==> src/rtl/shift_mix_cols.sv <==
// Column-serial AES ShiftRows + MixColumns: one shared MixColumns datapath, one column per clock.
// Optional final-round bypass (ShiftRows only) when MIX_LAST_ROUND_EN is defined.
module shift_mix_cols (
    input  logic         clk,
    input  logic         rst,
    input  logic         start,
    input  logic [127:0] state,
`ifdef MIX_LAST_ROUND_EN
    input  logic         last,
`endif
    output logic         ready,
    output logic [127:0] state_out,
    output logic         done
);

    // state   | meaning
    // S_IDLE  | waiting for start, ready=1
    // S_COL   | mixing column r_col_cnt of r_w into r_acc
    // S_DONE  | done pulse cycle, ready=1, may accept next block
    typedef enum logic [1:0] {
        S_IDLE = 2'd0,
        S_COL  = 2'd1,
        S_DONE = 2'd2
    } fsm_t;

    fsm_t           r_fsm;
    fsm_t           w_fsm_nxt;
    logic [1:0]     r_col_cnt;
    logic [127:0]   r_w;
    logic [127:0]   r_acc;
    logic [127:0]   r_state_out;
    logic           r_done;

    logic           w_accept;
    logic           w_last_col;
    logic [127:0]   w_shifted;
    logic [31:0]    w_col_in;
    logic [31:0]    w_col_mix;
    logic [31:0]    w_col_res;
    logic [127:0]   w_acc_nxt;

    function automatic logic [7:0] xtime(input logic [7:0] a);
        return {a[6:0], 1'b0} ^ (a[7] ? 8'h1b : 8'h00);
    endfunction

    function automatic logic [31:0] mix_col(input logic [31:0] col);
        logic [7:0] a0, a1, a2, a3;
        logic [7:0] b0, b1, b2, b3;
        a0 = col[7:0];
        a1 = col[15:8];
        a2 = col[23:16];
        a3 = col[31:24];
        b0 = xtime(a0) ^ (xtime(a1) ^ a1) ^ a2 ^ a3;
        b1 = a0 ^ xtime(a1) ^ (xtime(a2) ^ a2) ^ a3;
        b2 = a0 ^ a1 ^ xtime(a2) ^ (xtime(a3) ^ a3);
        b3 = (xtime(a0) ^ a0) ^ a1 ^ a2 ^ xtime(a3);
        return {b3, b2, b1, b0};
    endfunction

    assign ready      = (r_fsm == S_IDLE) || (r_fsm == S_DONE);
    assign w_accept   = start && ready;
    assign w_last_col = (r_fsm == S_COL) && (r_col_cnt == 2'd3);

    // ShiftRows folded into the load: row r of column c comes from column (c+r) mod 4
    always_comb begin
        w_shifted = '0;
        for (int c = 0; c < 4; c++) begin
            for (int r = 0; r < 4; r++) begin
                w_shifted[8*(4*c+r) +: 8] = state[8*(4*((c+r)%4)+r) +: 8];
            end
        end
    end

    assign w_col_in  = r_w[32*r_col_cnt +: 32];
    assign w_col_mix = mix_col(w_col_in);

`ifdef MIX_LAST_ROUND_EN
    logic r_last;

    always_ff @(posedge clk or negedge rst) begin
        if (!rst) begin
            r_last <= 1'b0;
        end else if (w_accept) begin
            r_last <= last;
        end
    end

    assign w_col_res = r_last ? w_col_in : w_col_mix;
`else
    assign w_col_res = w_col_mix;
`endif

    always_comb begin
        w_acc_nxt = r_acc;
        w_acc_nxt[32*r_col_cnt +: 32] = w_col_res;
    end

    always_comb begin
        w_fsm_nxt = r_fsm;
        case (r_fsm)
            S_IDLE: if (start) w_fsm_nxt = S_COL;
            S_COL:  if (r_col_cnt == 2'd3) w_fsm_nxt = S_DONE;
            S_DONE: w_fsm_nxt = start ? S_COL : S_IDLE;
            default: w_fsm_nxt = S_IDLE;
        endcase
    end

    always_ff @(posedge clk or negedge rst) begin
        if (!rst) begin
            r_fsm <= S_IDLE;
        end else begin
            r_fsm <= w_fsm_nxt;
        end
    end

    always_ff @(posedge clk or negedge rst) begin
        if (!rst) begin
            r_col_cnt <= 2'd0;
            r_w       <= '0;
        end else if (w_accept) begin
            r_col_cnt <= 2'd0;
            r_w       <= w_shifted;
        end else if (r_fsm == S_COL) begin
            r_col_cnt <= r_col_cnt + 2'd1;
        end
    end

    // Column 3 goes straight from the mixer into state_out on the same edge
    always_ff @(posedge clk or negedge rst) begin
        if (!rst) begin
            r_acc       <= '0;
            r_state_out <= '0;
            r_done      <= 1'b0;
        end else begin
            r_done <= w_last_col;
            if (r_fsm == S_COL) begin
                r_acc <= w_acc_nxt;
            end
            if (w_last_col) begin
                r_state_out <= w_acc_nxt;
            end
        end
    end

    assign state_out = r_state_out;
    assign done      = r_done;

endmodule

==> config.mk <==
export PLATFORM = sky130hd
export DESIGN_NAME = shift_mix_cols
export DESIGN_NICKNAME = d
export VERILOG_FILES = /design/src/rtl/shift_mix_cols.sv
export SDC_FILE = /design/constraint.sdc
export NUM_CORES = 1
export LEC_CHECK = 0
export ABC_AREA = 1
export CAP_MARGIN = 30
export CORE_MARGIN = 2
export CORE_UTILIZATION = 60
export DETAILED_ROUTE_END_ITERATION = 12
export GPL_ROUTABILITY_DRIVEN = 0
export PLACE_DENSITY_LB_ADDON = 0.12
export SETUP_SLACK_MARGIN = 0.2
export SLEW_MARGIN = 10
export SYNTH_ARGS = -nofsm -noshare
export SYNTH_HDL_FRONTEND = slang
export SYNTH_SLANG_ARGS = --single-unit
==> constraint.sdc <==
create_clock -name clk -period 7.31 [get_ports clk]
set_clock_uncertainty 0.2 [all_clocks]
set_input_delay 0.731 -clock clk [delete_from_list [all_inputs] [get_ports clk]]
set_output_delay 0.731 -clock clk [all_outputs]
set_load 0.005 [all_outputs]
---- After elaboration in Yosys (flattened, before gate mapping) ----
Cells that the tools add are included.
storage, ports and cells
  register bits after elaboration ......... 389
  input port bits ......................... 131
  output and inout bits ................... 130
cells by class
  add/subtract/negate cells ............... 2
  equality and inequality tests ........... 5
  shifts and indexed selects .............. 3
  mux-type cells .......................... 11
  bitwise gates (word level) .............. 20
  reductions and logical operators ........ 6
operators by type and width
  kind                       count
  $bwmux 128                 1
  $shift 32x34->128 const A  1
  $shiftx 128x8->32          1
  $shiftx 32x34->128         1
  $xor 8x8->8                16
  $neg 7->34                 1
  $xor 8x5->8                4
  $mux 5                     4
  $mux 2                     4
  $pmux 2 s3                 1
  $eq 2x2->1 const B         2
  $add 2x1->2 const B        1
  $eq 2x1->1 const B         1
  $logic_and 1x1->1          2
  $logic_not 2->1            1
  $ne 2x1->1 const B         1
  $ne 2x2->1 const B         1
  $reduce_and 2->1           1
  $reduce_bool 2->1          1
  $logic_or 1x1->1           1
  $mux 1                     1

---- Longest topological paths before layout ----
  depth after elaboration ................. 9
  mapped depth ............................ 18

---- Worst setup path after synthesis ----
No wires, ideal clock.
  path kind ............................... flip-flop to flip-flop
  from .................................... register r_col_cnt[1]
  to ...................................... register r_acc[10]
  arrival time ............................ 2202 ps
  path slack .............................. 4826 ps
  stages on the path, launching flop included .. 12
  period minus slack after synthesis ...... 2484 ps
  cell sequence ........................... dfrtp_1 > buf_4 > inv_4 > buf_2 > ha_1 > buf_2 > inv_2 > nor4_4 > clkinv_1 > o22ai_1 > nand2_1 > o21ai_0
on the way
  word-level cells in the longest chain between the ends .. 9
  elaborated cells on any way between the ends .. 29
  those cells by class .................... add/sub (1); shift (3); mux (5); bitwise (20)
ends and longest elaborated chain
  item                                          line    source
  start: declaration                            28      logic [1:0] r_col_cnt;
  start signal: assignment                      124     r_col_cnt <= r_col_cnt + 2'd1;
  $shiftx 128x8->32                             74      assign w_col_in = r_w[32*r_col_cnt +: 32];
  $mux 5                                        43      return {a[6:0], 1'b0} ^ (a[7] ? 8'h1b : 8'h00);
  $xor 8x5->8                                   43
  $xor 8x8->8 (on tied branches) (4 in series)  53, 56
  $shiftx 32x34->128                            95      w_acc_nxt[32*r_col_cnt +: 32] = w_col_res;
  $bwmux 128 *                                  95
  end signal: assignment                        137     r_acc <= w_acc_nxt;
  end: declaration                              30      logic [127:0] r_acc;
Every way passes the cells marked *; elsewhere a longest branch is shown, timed or not.
A chain may end at the register's enable or synchronous reset.

---- Final worst setup path ----
  from .................................... register r_col_cnt[0]
  to ...................................... register r_state_out[52] (netlist: state_out[52])
on the way
  word-level cells in the longest chain between the ends .. 9
  elaborated cells on any way between the ends .. 31
  those cells by class .................... add/sub (1); eq/ne (1); shift (3); mux (5); bitwise (20); reduce/logical (1)
ends and longest elaborated chain
  item                                          line    source
  $shiftx 128x8->32                             74
  $mux 5                                        43
  $xor 8x5->8                                   43
  $xor 8x8->8 (on tied branches) (4 in series)  53, 56
  $shiftx 32x34->128                            95
  $bwmux 128                                    95
  end signal: assignment                        140     r_state_out <= w_acc_nxt;
  end: declaration                              31      logic [127:0] r_state_out;
Several ways; a longest one is shown, not always the timed one.

==> results_dict.tcl <==
set metrics [dict create \
    status "finished, final reports clean" \
    post-route-util 0.738 \
    ff2ff_path_depth 15 \
    max_freq_mhz 258 \
    slowest_stage "dfrtp_4" \
    end_kind "register" \
    ys_seq_area_frac 0.496 \
    yosysWarningCount 0 \
    root_buffer "clkbuf_16" \
    setup_viol 0 \
    tns_ns 0 \
    worstReg2RegEnd "state_out[52]" \
    crit_family "simple AND/OR/NAND/NOR gates" \
    cts_setup_buffers 0 \
    drc 0 \
    cts_made_buffers 41 \
    finalHoldViolCount 0 \
    synth_ff_type "dfrtp_1" \
    hold_start "state_out[25]" \
    r2r_slack_ns 3.43 \
    min_path_type "register to register" \
    netlist_area_um2 19600 \
    min_path_cells 2 \
    wire_per_inst_um 17.7 \
    grt_pass1_wl_um 90000 \
    htree_levels 2 \
    period_needed_ns 3.88 \
    cts_buffer_depth 3 \
    syn_nets 2640 \
    clock_latency_ns 0.53 \
    fp.dieH_um 185 \
    ys_types 37 \
    synth_edf_count 0 \
    dp.cells 3096 \
    drive_gt1_frac 0.101 \
    arrival_ns 4.14 \
    critPathMaxStageDelay_ns 0.79 \
    clk_pin_slew_ns 0.06 \
    dr.first_iter.drc_count 1984 \
    cts_tree "built" \
    synthCells 2503 \
    relSlewSlack 0.387 \
    dp_slack_ns 3.47 \
    ys_async_sr_fraction 1.00 \
    die-width_um 185 \
    fill_cells 2399 \
    netlist.area_leader.share 0.496 \
    clock_sinks 389 \
    fin_ws_ns 3.43 \
    rsz0062_at_grt "false" \
    io_buffers 260 \
    cp_max_fo 84 \
    syn_avg_cell_area_um2 7.84 \
    final.period_utilization 0.530 \
    final_cells 3174 \
    grt_start_max_net_pins 163 \
    crit_chain "buf_4 -> nand2_1 -> nand2_1 -> nand2_1 -> nand2_1 -> nand2_1 -> nand2_2 -> nand2_1 -> nand2_1 -> nand3_1 -> nand2_1 -> nand4_1 -> nand2_1 -> nand2_1 -> nand2_1" \
    hpwl_um 38200 \
    rows 66 \
    yosys-top-cells-count "nand2_1, dfrtp_1, nand3_1" \
    critPathKind "register to register" \
    gr-total-overflow 0 \
    grt_pass1_vias 17200 \
    yosysTopAreaCell "dfrtp_1" \
    crit_top_cell "nand2_1" \
    syn2layout_area_growth_pct 21.7 \
    tightest_slew_ns 0.919 \
    drv_slew 0 \
    antenna_found_initial 2 \
    synth_most_common_cell "nand2_1" \
    viasPerCell 5.63 \
    io_pins 261 \
    core_um2 32400 \
    drt_wl_total_um 56200 \
    ys_seq_elements 389 \
    synth_area_leaders "dfrtp_1, nand2_1, mux2_2" \
    hold_end "state_out[25]" \
    nets 2839 \
    cp.required_ns 7.58 \
    via_count 17900 \
    first_pass_iters 8 \
    crit_buf_inv 1 \
    grt_usage 0.334 \
    maxCapViolCount 0 \
    worst_setup_path_start_kind "register" \
    dieArea_um2 34200 \
    drtAntennaViolNets 0 \
    initial_utilization 0.606 \
    r2r_start "r_col_cnt[0]" \
]
cell families (layout without fill, tap and decap cells):
logic type | Yosys count | after routing | synth area share
AO/OA/AOI/OAI | 122 | 122 | 0.0372
XOR/XNOR | 14 | 14 | 0.00778
adder cells (fa/ha/maj) | 6 | 6 | 0.00383
buffers and inverters | 198 | 426 | 0.0451
flip-flops | 389 | 389 | 0.496
multiplexers | 124 | 124 | 0.0712
other | 0 | 1 | 0
AND/OR/NAND/NOR | 1650 | 1650 | 0.339
flip-flops by register name, summed over array words and instances, names as in the netlist:
name       cells
done           1
state_out    128
r_acc        128
r_col_cnt      2
r_fsm          2
r_w          128
how the worst max path moves through the flow:
stage	cells after the start	endpoint	slack [ns]	start
after detailed placement	9	r_acc[21]	3.47	r_col_cnt[0]
after CTS	9	r_acc[30]	3.42	r_col_cnt[0]
after global placement	9	r_acc[30]	3.55	r_col_cnt[0]
final	15	state_out[52]	3.43	r_col_cnt[0]
after floorplan	11	r_acc[10]	4.83	r_col_cnt[1]
after global routing	9	r_acc[21]	3.05	r_col_cnt[0]
cell type report:
cell class / count / area (µm²) / share of cell area
clock inverters: 7 / 71.3 / 0.00299
inverters: 69 / 272 / 0.0114
diodes: 1 / 2.50 / 0.000105
clock buffers: 65 / 1250 / 0.0523
multi-input cells: 1916 / 9030 / 0.378
repair buffers: 285 / 2960 / 0.124
well taps: 442 / 553 / 0.0232
flip-flops and latches: 389 / 9740 / 0.408
timing repair:
item | CTS | global route
hold buffers | 1 | 0
gates resized for setup | 0 | 0
endpoints found under the hold margin | 65 | 0
worst min-delay path, delay by kind of cell (launching register included):
kind          cells  cell delay [ns]
flops             1             0.34
simple gates      2             0.10
routing by layer:
metal  vias to the layer above  GRT usage  part of all wire
met4                         4      0.154             0.049
met3                       169     0.0755             0.099
met1                      8407      0.448              0.40
met5                         -          0           0.00043
met2                       926      0.521              0.45
li1                       8378          -                 -
through the flow:
stage          hold slack, ns  instance area [µm²]
5_1_grt                 0.293                23900
2_1_floorplan           0.235                19600
4_1_cts                 0.280                23800
3_5_place_dp            0.264                22400
6_report                0.274                23900
3_3_place_gp            0.261                22300
cells in the final DEF, fill, tap and decap left out, drive strengths merged, types with 4 or more instances in the layout:
master	n
nand2	1366
inv	66
ha	6
xor2	5
nand4	33
o22ai	11
o21a	16
mux2	124
xnor2	9
buf	25
a21oi	4
nor2	66
o21ai	47
nand3	182
a31oi	42
clkinv	9
clkbuf	65
clkdlybuf4s50	259
dfrtp	389
Power is not shown: default switching activity piles up to over one toggle a cycle in this logic, so the estimate is an artifact.
